$ cat src/rtl/sdram_rd_capture.sv
// SDRAM read-data capture: tracks READ commands through a CAS-latency delay line, samples each
// burst from DQ and buffers it in a first-word-fall-through FIFO. Optional: RD_CAPTURE_LAST_EN.
module sdram_rd_capture #(
  parameter int unsigned CasLat   = 3,
  parameter int unsigned BurstLen = 4,
  parameter int unsigned DataW    = 16,
  parameter int unsigned FifoAw   = 4
) (
  input  logic              sclk_i,
  input  logic              reset_i,
  input  logic [3:0]        rd_cmd_i,
  input  logic [DataW-1:0]  sdram_dq_i,
  input  logic              flush_i,
  output logic [DataW-1:0]  rd_data_o,
  output logic              rd_valid_o,
  input  logic              rd_ready_i,
  output logic [FifoAw:0]   fifo_level_o,
  output logic              burst_done_o,
`ifdef RD_CAPTURE_LAST_EN
  output logic              rd_last_o,
`endif
  output logic              overflow_o
);

  localparam int unsigned CntW  = (BurstLen > 1) ? $clog2(BurstLen) : 1;
  localparam int unsigned Depth = 2 ** FifoAw;
`ifdef RD_CAPTURE_LAST_EN
  localparam int unsigned EntryW = DataW + 1;
`else
  localparam int unsigned EntryW = DataW;
`endif
  localparam logic [3:0] CmdRead = 4'b0101;

  logic [CasLat-1:0] dly_q, dly_d;
  logic              active_q, active_d;
  logic [CntW-1:0]   cnt_q, cnt_d;
  logic [FifoAw:0]   wr_ptr_q, wr_ptr_d, rd_ptr_q, rd_ptr_d;
  logic              burst_done_q, burst_done_d;
  logic              overflow_q, overflow_d;
  logic [EntryW-1:0] mem_q [Depth];

  logic              start, capture, last_beat;
  logic [CntW-1:0]   beat_idx;
  logic [FifoAw:0]   level;
  logic              empty, full, pop, push_ok;
  logic [EntryW-1:0] entry, head;

  // A new READ's first beat wins over any burst still running (burst interrupt).
  assign start     = dly_q[CasLat-1];
  assign capture   = start | active_q;
  assign beat_idx  = start ? '0 : cnt_q;
  assign last_beat = capture && (beat_idx == CntW'(BurstLen - 1));

  assign level   = wr_ptr_q - rd_ptr_q;
  assign empty   = (wr_ptr_q == rd_ptr_q);
  assign full    = (wr_ptr_q[FifoAw] != rd_ptr_q[FifoAw]) &&
                   (wr_ptr_q[FifoAw-1:0] == rd_ptr_q[FifoAw-1:0]);
  assign pop     = !empty && rd_ready_i;
  assign push_ok = capture && (!full || pop);

`ifdef RD_CAPTURE_LAST_EN
  assign entry     = {last_beat, sdram_dq_i};
  assign rd_last_o = empty ? 1'b0 : head[DataW];
`else
  assign entry = sdram_dq_i;
`endif

  assign head         = mem_q[rd_ptr_q[FifoAw-1:0]];
  assign rd_data_o    = empty ? '0 : head[DataW-1:0];
  assign rd_valid_o   = !empty;
  assign fifo_level_o = level;
  assign burst_done_o = burst_done_q;
  assign overflow_o   = overflow_q;

  always_comb begin
    dly_d        = '0;
    active_d     = active_q;
    cnt_d        = cnt_q;
    wr_ptr_d     = wr_ptr_q;
    rd_ptr_d     = rd_ptr_q;
    burst_done_d = 1'b0;
    overflow_d   = overflow_q;
    if (flush_i) begin
      active_d   = 1'b0;
      cnt_d      = '0;
      wr_ptr_d   = '0;
      rd_ptr_d   = '0;
      overflow_d = 1'b0;
    end else begin
      dly_d[0] = (rd_cmd_i == CmdRead);
      for (int i = 1; i < CasLat; i++) begin
        dly_d[i] = dly_q[i-1];
      end
      active_d = capture && !last_beat;
      if (capture) begin
        cnt_d = beat_idx + CntW'(1);
      end
      burst_done_d = last_beat;
      if (pop) begin
        rd_ptr_d = rd_ptr_q + 1'b1;
      end
      if (push_ok) begin
        wr_ptr_d = wr_ptr_q + 1'b1;
      end else if (capture) begin
        overflow_d = 1'b1;
      end
    end
  end

  always_ff @(posedge sclk_i or posedge reset_i) begin
    if (reset_i) begin
      dly_q        <= '0;
      active_q     <= 1'b0;
      cnt_q        <= '0;
      wr_ptr_q     <= '0;
      rd_ptr_q     <= '0;
      burst_done_q <= 1'b0;
      overflow_q   <= 1'b0;
    end else begin
      dly_q        <= dly_d;
      active_q     <= active_d;
      cnt_q        <= cnt_d;
      wr_ptr_q     <= wr_ptr_d;
      rd_ptr_q     <= rd_ptr_d;
      burst_done_q <= burst_done_d;
      overflow_q   <= overflow_d;
    end
  end

  // Storage needs no reset: rd_data is masked while empty.
  always_ff @(posedge sclk_i) begin
    if (push_ok && !flush_i) begin
      mem_q[wr_ptr_q[FifoAw-1:0]] <= entry;
    end
  end

endmodule

$ cat config.mk
export PLATFORM = sky130hd
export DESIGN_NAME = sdram_rd_capture
export DESIGN_NICKNAME = d
export VERILOG_FILES = /design/src/rtl/sdram_rd_capture.sv
export SDC_FILE = /design/constraint.sdc
export NUM_CORES = 1
export LEC_CHECK = 0
export ABC_AREA = 1
export BUFFER_PORTS_ARGS = -buffer_cell sky130_fd_sc_hd__buf_2
export CORE_UTILIZATION = 45
export CTS_CLUSTER_SIZE = 24
export DETAILED_ROUTE_END_ITERATION = 16
export PLACE_DENSITY = 0.58
export REMOVE_ABC_BUFFERS = 1
export SLEW_MARGIN = 15
export SYNTH_ARGS = -nofsm -noshare
export SYNTH_HDL_FRONTEND = slang
export SYNTH_SLANG_ARGS = --single-unit
$ cat constraint.sdc
create_clock -name sclk_i -period 8 [get_ports sclk_i]
set_clock_uncertainty 0.15 [all_clocks]
set_input_delay 0 -clock sclk_i [delete_from_list [all_inputs] [get_ports sclk_i]]
set_output_delay 0 -clock sclk_i [all_outputs]
set_load 0.01 [all_outputs]
* Word-level counts from Yosys, hierarchy flattened
Memory sizes are Yosys's and may differ from the RTL's.
Index checks and enable logic that the tools add are counted.
Widths: inputs -> output; s select.
** Storage, ports and cells
- Memories kept :: 1
- RAM bits :: 256
- Word-level logic and storage cells :: 50
- Flip-flop bits (word level) :: 18
- Bits of input ports :: 24
- Output and inout bits :: 24
** Memory list
- mem_q :: words 16, bits a word 16, rd ports 1, clocked after Yosys merged registers in 0, wr ports 1, line 40 : logic [EntryW-1:0] mem_q [Depth];
** Cells by class
- $add $sub $neg :: 4
- Equality and inequality tests :: 6
- Mux-type cells :: 16
- Bitwise operators :: 1
- Reductions and logical operators :: 15
** Operator list (count)
- $mux 5 :: 4
- $mux 16 :: 1
- $add 5x1->5 const B :: 2
- $mux 1 :: 7
- $logic_and 1x1->1 :: 6
- $mux 2 :: 3
- $reduce_bool 2->1 :: 3
- $eq 5x5->1 :: 1
- $sub 5x5->5 :: 1
- $eq 4x3->1 const B :: 1
- $eq 4x4->1 :: 1
- $logic_not 1->1 :: 4
- $mux 3 :: 1
- $add 2x1->2 const B :: 1
- $eq 2x2->1 const B :: 1
- $ne 2x2->1 const B :: 1
- $reduce_and 2->1 :: 1
- $logic_or 1x1->1 :: 1
- $ne 1x1->1 :: 1
- $or 1x1->1 :: 1

* Logic depth before layout (Yosys ltp)
- Word-level depth :: 8
- Gate-level depth with buffers :: 12
- Depth with buffers taken out :: 9

* Worst setup path before layout
Ideal clock, no wire load.
- Kind :: reg2reg
- Start point :: register rd_ptr_q[2]
- End point :: memory mem_q[10][0] in the netlist's numbering, enable pin
- Clock period less this slack :: 3.138 ns
- Path buffers :: 3
- Path slack :: 4.862 ns
- Stages on the path, launching flop included :: 13
- Library setup time :: 0.389 ns
- Data required time :: 7.461 ns
- Arrival :: 2.599 ns
- Cells stage by stage :: dfrtp_1 > buf_4 > clkinv_1 > buf_2 > ha_1 > nand2_1 > nor2_1 > nand3_1 > nand2_1 > nor2_1 > inv_2 > buf_6 > nor2_1
** Between the ends
- Cells in the longest elaborated chain, start to end :: 8
- Elaborated cells between the ends (all ways) :: 11
- Those cells by class :: eq/ne: 2; mux: 2; reduce/logical: 7
** RTL lines
- from (decl) :: line 37 : logic [FifoAw:0] wr_ptr_q, wr_ptr_d, rd_ptr_q, rd_ptr_d;
- from (signal assigned) :: line 124 : rd_ptr_q <= rd_ptr_d;
- $eq 5x5->1 / $eq 4x4->1 (equally long branches) :: line 55, 57
- $logic_not 1->1 / $logic_and 1x1->1 (equally long branches) :: line 58, 56
- $logic_and 1x1->1 / $logic_not 1->1 (equally long branches) :: line 58, 59
- $logic_or 1x1->1 (*) :: line 59 : assign push_ok = capture && (!full || pop);
- $logic_and 1x1->1 (*) :: line 59
- $logic_and 1x1->1 (*) :: line 132 : if (push_ok && !flush_i) begin
- $mux 1 (*) :: line 132
- $mux 1 (implied by the code) (*) :: line 133 : mem_q[wr_ptr_q[FifoAw-1:0]] <= entry;
- to (decl) :: line 40
Mark *: on every way between the ends. The rest lies on a longest branch, timed or not.

* Worst setup path after layout
- Start point :: register rd_ptr_q[2]
- End point :: output rd_data_o[2]
** Between the ends
- Cells in the longest elaborated chain, start to end :: 2
- Elaborated cells between the ends (all ways) :: 3
- Those cells by class :: eq/ne: 1; mux: 1; memory: 1
** RTL lines
- $mem_v2 16x16 / $eq 5x5->1 (equally long branches)
- $mux 16 (*) :: line 69 : assign rd_data_o = empty ? '0 : head[DataW-1:0];
- to (decl) :: line 14 : output logic [DataW-1:0] rd_data_o,
Marks and branches as above.

==> run metrics <==
Max Clk Rate=255.5 MHz; max-cap viol count=0; drt total wl=31330 µm; Fillers=2352; drt drc=2; hpwl dp=19230 µm; unrepaired setup endpoints after global routing=false; buffers plus inverters on the worst setup path=4; LEAKAGE=6.011 nW; chip height=166.4 µm; Worst path max stage delay=0.81 ns; Req. time, crit path=7.85 ns; share of cells above drive strength 1=9.754%; Critical-path top delay cell=inv_1; clk sink count=274; All-Layer GR Usage=22.95%; Rel. slew slack=27.19%; Gate Count Post-Synth=1221; Crit. Startpoint=rd_ptr_q[2]; period utilization=48.92%; CTS tree=done; Routed Antenna Nets=0; violated checks=design-rule violations; vias=8284; register area share after synthesis=66.91%; Iter 0 DRT Violations=598; I/O Buffers=47; Final Slew Violations=0; GPL Wtd Cong=0.8827; die span in x=166.4 µm; antenna violations before repair=0; H-tree depth=1; reg-to-reg critical path startpoint=rd_ptr_q[2]; post-layout min period=3.914 ns; Critical Path Source Type=flip-flop; Final setup viols=0; worst slew pin tran=1.091 ns; Worst VDD drop=260.3 µV; Pwr Density=292.5 nW/µm²; later-pin clock latency in the skew report=0.54 ns; total grt overflow=0; area growth from synthesis to layout=14.49%; CP top delay family=buffers and inverters; via count of the first global-routing pass=8012; critical path, cell by cell=buf_4, clkinv_1, ha_1, nand2_1, nor2_1, nand2_1, inv_1, a21oi_1, buf_2; Wirelength per Cell=19.13 µm; clk buf depth=3; Crit. End Element=output pin; Final TNS setup=0 ns; Core Region=26280 µm²; multi-input logic area=3072 µm²; vias per cell=5.057; Setup Crit Path Kind=flip-flop to output pin; fin worst setup slack=4.086 ns; I/O pin cnt=48; mapped cell area=12160 µm²; Avg Cell Area, Syn=9.961 µm²; outcome=finished, violations left; CP dominant cell by count=nand2_1; Yosys reg bits=274; DP Worst Slack=4.225 ns; hold_sp=rd_cmd_i[0]; Fin Hold WS=0.07472 ns; Warnings, synthesis=0; clock buffer count from CTS=29; crit path DAT=3.76 ns; clock root buffer=clkbuf_16; FP Rows=59; worst-path fanout max=21; Initial Utilization=46.28%; Register Area=8143 µm²; first-pass GRT wire length=46960 µm; synth unique cells=24; largest net degree at the start of global routing=91; worst hold-check path type=input port to flip-flop; Reg clk slew, reported paths=0.06 ns; die area=27690 µm²; final-stage net count=1315; Hold Violations, Final=0; TritonRoute pass-1 iters=11
## final timing paths
check                                end  slack (ns)  cells past startpoint
max                         rd_data_o[2]        4.09                      9
min in group asynchronous    wr_ptr_q[4]        0.52                      4
min reg2reg                     dly_q[2]        0.32                      2
min                             dly_q[0]        0.07                      4
max in group asynchronous    rd_ptr_q[0]        6.67                      4
max reg2reg                mem_q[15][14]        4.18                     10
## flip-flops by register name (all words and copies together) (netlist names)
name          cells
overflow_o        1
rd_ptr_q          5
cnt_q             2
dly_q             3
wr_ptr_q          5
burst_done_o      1
mem_q           256
active_q          1
## report_power, final
part / switching (mW) / internal [mW]
combinational: 0.760 / 0.306
sequential: 0.0278 / 1.57
clock: 0.543 / 0.863
## cell type report
cell class / instances / share of cell area [%]
inverters: 199 / 5.382
repair buffers: 79 / 3.881
flip-flops and latches: 274 / 58.47
clock inverters: 13 / 1.384
multi-input cells: 697 / 22.06
clock buffers: 40 / 5.795
diodes: 1 / 0.01797
well taps: 335 / 3.010
## cell usage after synthesis (all sizes together)
library cell / instances / area [µm²]
buf: 41 / 208.9
clkinv: 3 / 11.26
xnor2: 2 / 17.52
o31ai: 1 / 7.510
inv: 196 / 735.7
clkbuf: 10 / 37.54
a21oi: 18 / 127.6
dfrtp: 18 / 450.4
xor2: 9 / 78.83
nand2: 471 / 1768
nor2: 35 / 131.4
ha: 10 / 125.1
nand3: 136 / 680.7
o21ai: 11 / 55.05
nand4: 1 / 6.260
edfxtp: 256 / 7687
nor4: 1 / 6.260
a211oi: 1 / 7.510
fa: 1 / 20.02
## stage by stage
| step | power, mW | std cells | utilization (%) | area, µm² |
|---|---|---|---|---|
| 5_1_grt | 4.242 | 1637 | 52.98 | 13920 |
| 6_report | 4.073 | 1638 | 52.99 | 13930 |
| 3_3_place_gp | 2.688 | 1558 | 48.19 | 12660 |
| 3_5_place_dp | 2.689 | 1558 | 48.19 | 12660 |
| 2_1_floorplan | 2.269 | 1170 | - | 11920 |
| 4_1_cts | 4.093 | 1637 | 52.98 | 13920 |
## cell usage in the layout, fill, tap and decap left out
| cell type | Yosys | routed |
|---|---|---|
| clkinv_1 | 3 | 7 |
| xnor2_1 | 2 | 2 |
| o21ai_0 | 11 | 11 |
| clkinv_2 | 0 | 2 |
| xor2_1 | 9 | 9 |
| dfrtp_2 | 0 | 1 |
| fa_1 | 1 | 1 |
| dlygate4sd3_1 | 0 | 26 |
| inv_1 | 193 | 192 |
| nand4_1 | 1 | 1 |
| ha_1 | 10 | 10 |
| bufinv_16 | 0 | 5 |
| dfrtp_1 | 18 | 16 |
| edfxtp_1 | 256 | 256 |
| a21oi_1 | 8 | 8 |
| nor4_1 | 1 | 1 |
| clkbuf_8 | 0 | 4 |
| a21oi_2 | 10 | 10 |
| buf_2 | 32 | 47 |
| diode_2 | 0 | 1 |
| buf_4 | 2 | 6 |
| a211oi_1 | 1 | 1 |
| nand3_1 | 136 | 136 |
| clkbuf_16 | 0 | 29 |
| clkbuf_1 | 10 | 7 |
| nor2_2 | 0 | 16 |
| inv_2 | 3 | 3 |
| dfrtp_4 | 0 | 1 |
| nor2_1 | 35 | 19 |
| inv_4 | 0 | 1 |
| o31ai_1 | 1 | 1 |
| inv_6 | 0 | 2 |
| nand2_1 | 471 | 471 |
## layer usage
layer,track usage (%),part of all wire (%),vias up
met5,0,0,-
met2,36.65,46,316
met1,31.92,43,3887
met3,3.027,6.8,65
li1,-,-,4016
met4,9.098,3.8,0
## kinds of logic (layout without fill, tap and decap cells)
family          Yosys count  in the layout  synth area share [%]
simple gates            644            644                 21.31
compound gates           31             31                 1.625
buf+inv                 250            331                 8.168
xor+xnor                 11             11                0.7922
flops                   274            274                 66.91
other cells               0              1                     0
fa+ha+maj                11             11                 1.193
## what timing repair did
action	4_1_cts	5_1_grt
setup buffers	0	0
endpoints found under the hold margin	292	0
resized for setup	0	0
hold buffers	26	0
## tightest hold or removal path, stage by stage
cell           delay (ns)
buf_2                0.09
nand2_1              0.05
nor4_1               0.04
dlygate4sd3_1        0.54
No activity file was read; power rests on OpenSTA's default activity.
